[src/rtl/date_pkg.sv]
// Shared widths and calendar constants for the date counter slice.
package date_pkg;
   localparam int unsigned DAY_W   = 5;
   localparam int unsigned MONTH_W = 4;
   localparam int unsigned YEAR_W  = 7;

   localparam logic [YEAR_W-1:0]  MAX_YEAR  = 7'd99;
   localparam logic [MONTH_W-1:0] MONTH_FEB = 4'd2;
   localparam logic [MONTH_W-1:0] MONTH_DEC = 4'd12;
endpackage

[src/rtl/month_length.sv]
// Days-in-month decode; months outside 1..12 decode to 0 so they never validate.
module month_length
   import date_pkg::*;
(
   input  logic [MONTH_W-1:0] month,
   input  logic               leap,
   output logic [DAY_W-1:0]   dim
);
   always_comb begin
      dim = '0;
      case (month)
         4'd1, 4'd3, 4'd5, 4'd7, 4'd8, 4'd10, 4'd12: dim = 5'd31;
         4'd4, 4'd6, 4'd9, 4'd11:                    dim = 5'd30;
         MONTH_FEB:                                  dim = leap ? 5'd29 : 5'd28;
         default:                                    dim = '0;
      endcase
   end
endmodule

[src/rtl/date_counter.sv]
// Calendar date counter (2000..2099) with tick advance and validated load.
// Define DATE_COUNTER_LEAP_YEAR_EN to give February 29 days when year[1:0]==0.
module date_counter
   import date_pkg::*;
#(
   parameter int unsigned START_YEAR = 0
) (
   input  logic               clk,
   input  logic               rst_n,
   input  logic               tick,
   input  logic               load,
   input  logic [DAY_W-1:0]   load_day,
   input  logic [MONTH_W-1:0] load_month,
   input  logic [YEAR_W-1:0]  load_year,
   output logic [DAY_W-1:0]   day,
   output logic [MONTH_W-1:0] month,
   output logic [YEAR_W-1:0]  year,
   output logic [DAY_W-1:0]   dim,
   output logic               month_end,
   output logic               year_wrap,
   output logic               load_err
);
   logic             cur_leap;
   logic             load_leap;
   logic [DAY_W-1:0] load_dim;
   logic             load_ok;

`ifdef DATE_COUNTER_LEAP_YEAR_EN
   assign cur_leap  = (year[1:0] == 2'b00);
   assign load_leap = (load_year[1:0] == 2'b00);
`else
   assign cur_leap  = 1'b0;
   assign load_leap = 1'b0;
`endif

   month_length u_cur_len (
      .month (month),
      .leap  (cur_leap),
      .dim   (dim)
   );

   month_length u_load_len (
      .month (load_month),
      .leap  (load_leap),
      .dim   (load_dim)
   );

   // load_dim is 0 for an out-of-range month, so the day test also rejects it
   assign load_ok = (load_year <= MAX_YEAR) && (load_day != '0) && (load_day <= load_dim);

   always_ff @(posedge clk) begin
      if (!rst_n) begin
         day       <= DAY_W'(1);
         month     <= MONTH_W'(1);
         year      <= YEAR_W'(START_YEAR);
         month_end <= 1'b0;
         year_wrap <= 1'b0;
         load_err  <= 1'b0;
      end else begin
         month_end <= 1'b0;
         year_wrap <= 1'b0;
         load_err  <= 1'b0;
         if (load) begin
            if (load_ok) begin
               day   <= load_day;
               month <= load_month;
               year  <= load_year;
            end else begin
               load_err <= 1'b1;
            end
         end else if (tick) begin
            if (day < dim) begin
               day <= day + DAY_W'(1);
            end else begin
               day       <= DAY_W'(1);
               month_end <= 1'b1;
               if (month == MONTH_DEC) begin
                  month     <= MONTH_W'(1);
                  year_wrap <= 1'b1;
                  year      <= (year == MAX_YEAR) ? '0 : year + YEAR_W'(1);
               end else begin
                  month <= month + MONTH_W'(1);
               end
            end
         end
      end
   end
endmodule

[config.mk]
export PLATFORM = sky130hd
export DESIGN_NAME = date_counter
export DESIGN_NICKNAME = d
export VERILOG_FILES = /design/src/rtl/date_pkg.sv /design/src/rtl/month_length.sv /design/src/rtl/date_counter.sv
export SDC_FILE = /design/constraint.sdc
export NUM_CORES = 1
export LEC_CHECK = 0
export ABC_AREA = 1
export CELL_PAD_IN_SITES_DETAIL_PLACEMENT = 1
export CELL_PAD_IN_SITES_GLOBAL_PLACEMENT = 2
export CORE_ASPECT_RATIO = 1.4
export CORE_MARGIN = 4
export CORE_UTILIZATION = 33
export DETAILED_ROUTE_END_ITERATION = 12
export DONT_BUFFER_PORTS = 1
export GPL_TIMING_DRIVEN = 0
export HOLD_SLACK_MARGIN = 0.1
export PLACE_DENSITY_LB_ADDON = 0.1
export SKIP_CTS_REPAIR_TIMING = 1
export SLEW_MARGIN = 20
export SYNTH_ARGS = -nofsm -noshare
export SYNTH_HDL_FRONTEND = slang
export SYNTH_SLANG_ARGS = --single-unit
[constraint.sdc]
create_clock -name clk -period 3.2 [get_ports clk]
set_input_delay 0.32 -clock clk [delete_from_list [all_inputs] [get_ports clk]]
set_output_delay 0.32 -clock clk [all_outputs]
set_load 0.01 [all_outputs]
Word level (Yosys, flattened, before mapping):

Cells that the tools add are included.

* add/subtract/negate cells: 3
* $lt $le $gt $ge: 3
* equality and inequality tests: 27
* mux-type cells: 20
* bitwise operators: 2
* reductions and logical operators: 15

Operator list (number)
* two-way mux 7 bit: 6
* equality test 4 bit (second input constant): 10
* equality test 4 x 3 -> 1 bit (second input constant): 8
* one-hot mux 5 bit (3 select lines): 2
* two-way mux 4 bit: 5
* two-way mux 5 bit: 4
* equality test 4 x 2 -> 1 bit (second input constant): 4
* OR reduction 7 bit: 2
* OR reduction 4 bit: 3
* equality test 4 x 1 -> 1 bit (second input constant): 2
* adder 7 x 1 -> 7 bit (second input constant): 1
* equality test 7 bit (second input constant): 1
* <= comparator 7 bit (second input constant): 1
* adder 5 x 1 -> 5 bit (second input constant): 1
* <= comparator 5 bit: 1
* less-than comparator 5 bit: 1
* nonzero test 5 bit: 1
* adder 4 x 1 -> 4 bit (second input constant): 1
* AND reduction 2 bit: 2
* AND reduction 4 bit: 1
* nonzero test 2 bit: 2
* two-way mux 1 bit: 3
* AND reduction 3 bit: 1
* OR reduction 3 bit: 1
* 4 further kinds: 6

* register bits: 19
* bits of input ports: 20
* output and inout port bits: 24
* word-level logic and storage cells: 76

Longest topological paths before layout:

* word-level depth: 7
* mapped depth: 19

By module:

A second synthesis with hierarchy kept.

* cell total of the unflattened synthesis: 265
* area total of the unflattened synthesis: 1635.3 sq um

Modules (own cells, without submodules)
* date_counter: instances 1, cells each 221, area an instance 1442.6 sq um, sequential area each 380.4 sq um
* month_length: instances 2, cells each 22, area an instance 96.3 sq um, sequential area each 0.0 sq um

Worst setup path before layout:

No wires, ideal clock.

* kind: register to register
* start: register month[0]
* end: register month[3]
* library setup time: 0.116 ns
* data arrival time: 2.578 ns
* slack: 0.507 ns
* stages on the path, launching flop included: 20
* period minus slack after synthesis: 2.693 ns
* path through: dfxtp_1 inv_1 ha_1 inv_1 nand2_1 nand2_1 nand3_2 nor2_1 nand2_1 inv_1 ha_1 a21oi_1 nor2_1 nor3_1 nand3_2 buf_6 nand2_4 inv_1 nor2_1 nor2_1

* longest elaborated chain between the ends: 6
* elaborated cells between the ends (all ways): 23
* those cells by class: 1 x add/sub; 1 x order compare; 13 x eq/ne; 5 x mux; 3 x reduce/logical

RTL lines
* start, declared: RTL line date_counter.sv:16 `output logic [MONTH_W-1:0] month,`
* start signal, assigned: RTL line date_counter.sv:66 `month <= load_month;`
* start signal, assigned: RTL line date_counter.sv:82 `month <= month + MONTH_W'(1);`
* equality test 4 bit (tied with other cells): RTL line month_length.sv:11 `case (month)`
* OR reduction 7 bit or OR reduction 4 bit (tied branches): RTL line month_length.sv:11
* one-hot mux 5 bit (3 select lines) (*): RTL line month_length.sv:11
* net dim[0]: RTL line date_counter.sv:18 `output logic [DAY_W-1:0] dim,`
* less-than comparator 5 bit (*): RTL line date_counter.sv:72 `if (day < dim) begin`
* != test 2 bit (no source line) (*)
* AND reduction 3 bit (no source line) (*)

Mark *: on every way through the listed nets, which the timed path passes. The rest lies on a longest branch. The select of a mux whose other input is x is not followed.
A chain may end at the register's enable or synchronous reset.

Worst setup path after layout:

* start: register month[0]
* end: register month[2]

The elaborated chain is that of the path after synthesis.

==> flow_summary.json <==
{
  "outcome": "completed",
  "wl_mm": 4.558,
  "initial_utilization_pct": 34.51,
  "p_leak_uw": 0.0008842,
  "fin_tns_setup_ns": 0,
  "path_clk_slew_ns": 0.08,
  "swShare_pct": 41.49,
  "post-route-util_pct": 37.44,
  "antenna_found_initial": 0,
  "drc": 0,
  "grt_max_degree": 12,
  "yosys.cell_types.count": 33,
  "cts_tree": "done",
  "drt-initial-drc-count": 18,
  "ir_drop_mv": 0.2028,
  "p_seq_share_pct": 39.6,
  "p_int_uw": 462.7,
  "drv_cap": 0,
  "hp-class": "in -> reg",
  "io_buffers": 0,
  "dieHeight_um": 89.82,
  "dp.cells": 307,
  "top_layer": "met4",
  "end_kind": "flop",
  "overflow": 0,
  "tightestPinTransition_ns": 0.5779,
  "cp.buffers_inverters": 5,
  "cp_common_cell": "inv_1",
  "htree_levels": 1,
  "multiInputGateArea_um2": 1022,
  "clock_latency_ns": 0.27,
  "grt_pass1_wl_mm": 7.376,
  "cts_sinks": 19,
  "mappedNetlistArea_um2": 1578,
  "grt_pass1_vias": 1552,
  "met3_length_um": 243,
  "path_delay_family": "simple AND/OR/NAND/NOR gates",
  "fin_cells": 311,
  "dp_slack_ns": 0.06246,
  "start_kind": "flop",
  "fillers": 637,
  "final_common_cell": "nand2_1",
  "grt_setup_unrepaired": "false",
  "synthCells": 245,
  "slowest_delay_ns": 0.40,
  "via_per_inst": 4.916,
  "clock_skew_ns": 0.003270,
  "first_pass_iters": 4,
  "worstPathRequired_ns": 3.36,
  "wire_per_inst_um": 14.66,
  "die_area_um2": 5967,
  "hpwlAfterDp_mm": 3.768,
  "p_sw_uw": 328.1,
  "critPathKind": "reg -> reg",
  "slew_violations": 0,
  "numCtsBuffers": 3,
  "setup_ws_ns": 0.3740,
  "slowest_stage": "dfxtp_2",
  "hold_viol_final": 0,
  "clockBufferDepth": 2,
  "routed-via-count": 1529,
  "min_period_over_period_pct": 88.31,
  "fmax_ghz": 0.3539,
  "boundaryPins": 44,
  "route.met2.wl_mm": 2.551,
  "ctsRootBufferMaster": "clkbuf_8",
  "drive_gt1_share_pct": 9.639,
  "ys_ff_latch": 19,
  "syn_avg_cell_area_um2": 6.440,
  "gp_congestion": 0.7506,
  "comb_power_share_pct": 37.4,
  "relSlewSlack_pct": 61.47,
  "die_x_um": 66.44,
  "nets": 285,
  "finalSetupViolCount": 0,
  "ys_warn_count": 0,
  "period_needed_ns": 2.826,
  "seq_area_frac_synth_pct": 24.11,
  "holdWs_ns": 0.1856,
  "regArea_um2": 382.9,
  "rows": 29,
  "syn_nets": 280,
  "wl_met1_mm": 1.695,
  "arrival_ns": 2.99,
  "area_growth_pct": 8.485,
  "crit_chain": "inv_1 -> ha_1 -> inv_1 -> nand2_1 -> nand2_1 -> nand3_2 -> nor2_2 -> nand2_1 -> inv_1 -> ha_1 -> a21oi_1 -> nor2_1 -> nor3_2 -> nand3_2 -> buf_6 -> nand2_4 -> inv_1 -> nor2_1 -> nor2_1",
  "n_antenna_cell": 0,
  "grt_use_total_pct": 15.95,
  "core_um2": 4572,
  "final_cell_mix": "nand2_1 (60), nor2_1 (36), inv_1 (33), o21ai_0 (18), dfxtp_1 (17)",
  "antenna_left": 0,
  "path_max_fanout": 10,
  "powerDensity_nw_per_um2": 462.1,
  "p_clk_share_pct": 23.0
}
[state kept, by name (all words and copies together), names as in the netlist]
| signal | count |
|---|---|
| year | 7 |
| day | 5 |
| year_wrap | 1 |
| month_end | 1 |
| load_err | 1 |
| month | 4 |
[per-stage QoR]
stage / area, um2 / power [uW]
2_1_floorplan: 1578 / 548.1
3_3_place_gp: 1655 / 614.0
3_5_place_dp: 1655 / 617.7
4_1_cts: 1702 / 804.1
5_1_grt: 1712 / 865.0
6_report: 1712 / 790.9
[area by class of cell]
cell class                 count  share of cell area, %
multi-input combinational    184                  59.72
tap                           62                  4.532
clock buffer                   3                  2.412
sequential                    19                  22.37
clock inverter                 1                 0.2924
buffer                         8                  3.216
inverter                      34                  7.456
[synth_stat cells]
library cell,instances,area [um2]
nor4_1,1,6.260
nor2_4,1,11.26
dfxtp_1,19,380.4
xnor2_1,1,8.760
nand4_1,6,37.54
nand3b_1,2,15.01
or2_2,1,6.260
buf_4,2,15.01
mux2i_1,1,10.01
nand3_2,2,20.02
nand2_4,2,22.52
nand3_1,14,70.07
inv_1,33,123.9
o211ai_1,1,7.510
o22ai_1,1,6.260
o21bai_1,1,7.510
a211oi_1,1,7.510
nand2_2,1,6.260
nand2_1,60,225.2
a31oi_1,1,6.260
nor2_2,1,6.260
buf_2,2,10.01
o21ai_0,18,90.09
buf_6,2,22.52
a21oi_1,4,20.02
inv_2,1,3.750
xor2_1,8,70.07
nor3_1,2,10.01
a22o_1,1,8.760
nor2_1,37,138.9
ha_1,15,187.7
o21ai_2,1,8.760
clkbuf_1,2,7.510
[power by group through the flow]
stage / clock, uW / combinational, uW / sequential [uW]
2_1_floorplan: 0 / 242 / 306
3_3_place_gp: 0 / 295 / 319
3_5_place_dp: 0 / 299 / 319
4_1_cts: 190 / 301 / 313
5_1_grt: 198 / 348 / 319
6_report: 182 / 296 / 313
[path summary, 6_finish.rpt]
check / from / to / slack [ns] / cells after the start
setup / recovery: month[0] / month[2] / 0.37 / 19
hold / removal: rst_n / day[3] / 0.19 / 2
setup reg to reg: month[0] / month[2] / 0.37 / 19
hold reg to reg: month[0] / month[0] / 0.57 / 2
[cell families after synthesis]
logic type	Yosys count	synth area share, %
compound gates	29	10.31
xor+xnor	9	4.996
fa+ha+maj	15	11.90
buf+inv	42	11.58
flops	19	24.11
mux	1	0.6344
simple gates	130	36.48
[metal layers]
layer / vias up / GRT usage (%)
li1: 786 / -
met1: 704 / 16.11
met2: 33 / 30.65
met3: 6 / 3.865
met4: 0 / 4.746
met5: - / 0
Note: power is estimated with default switching activity, not from simulation.
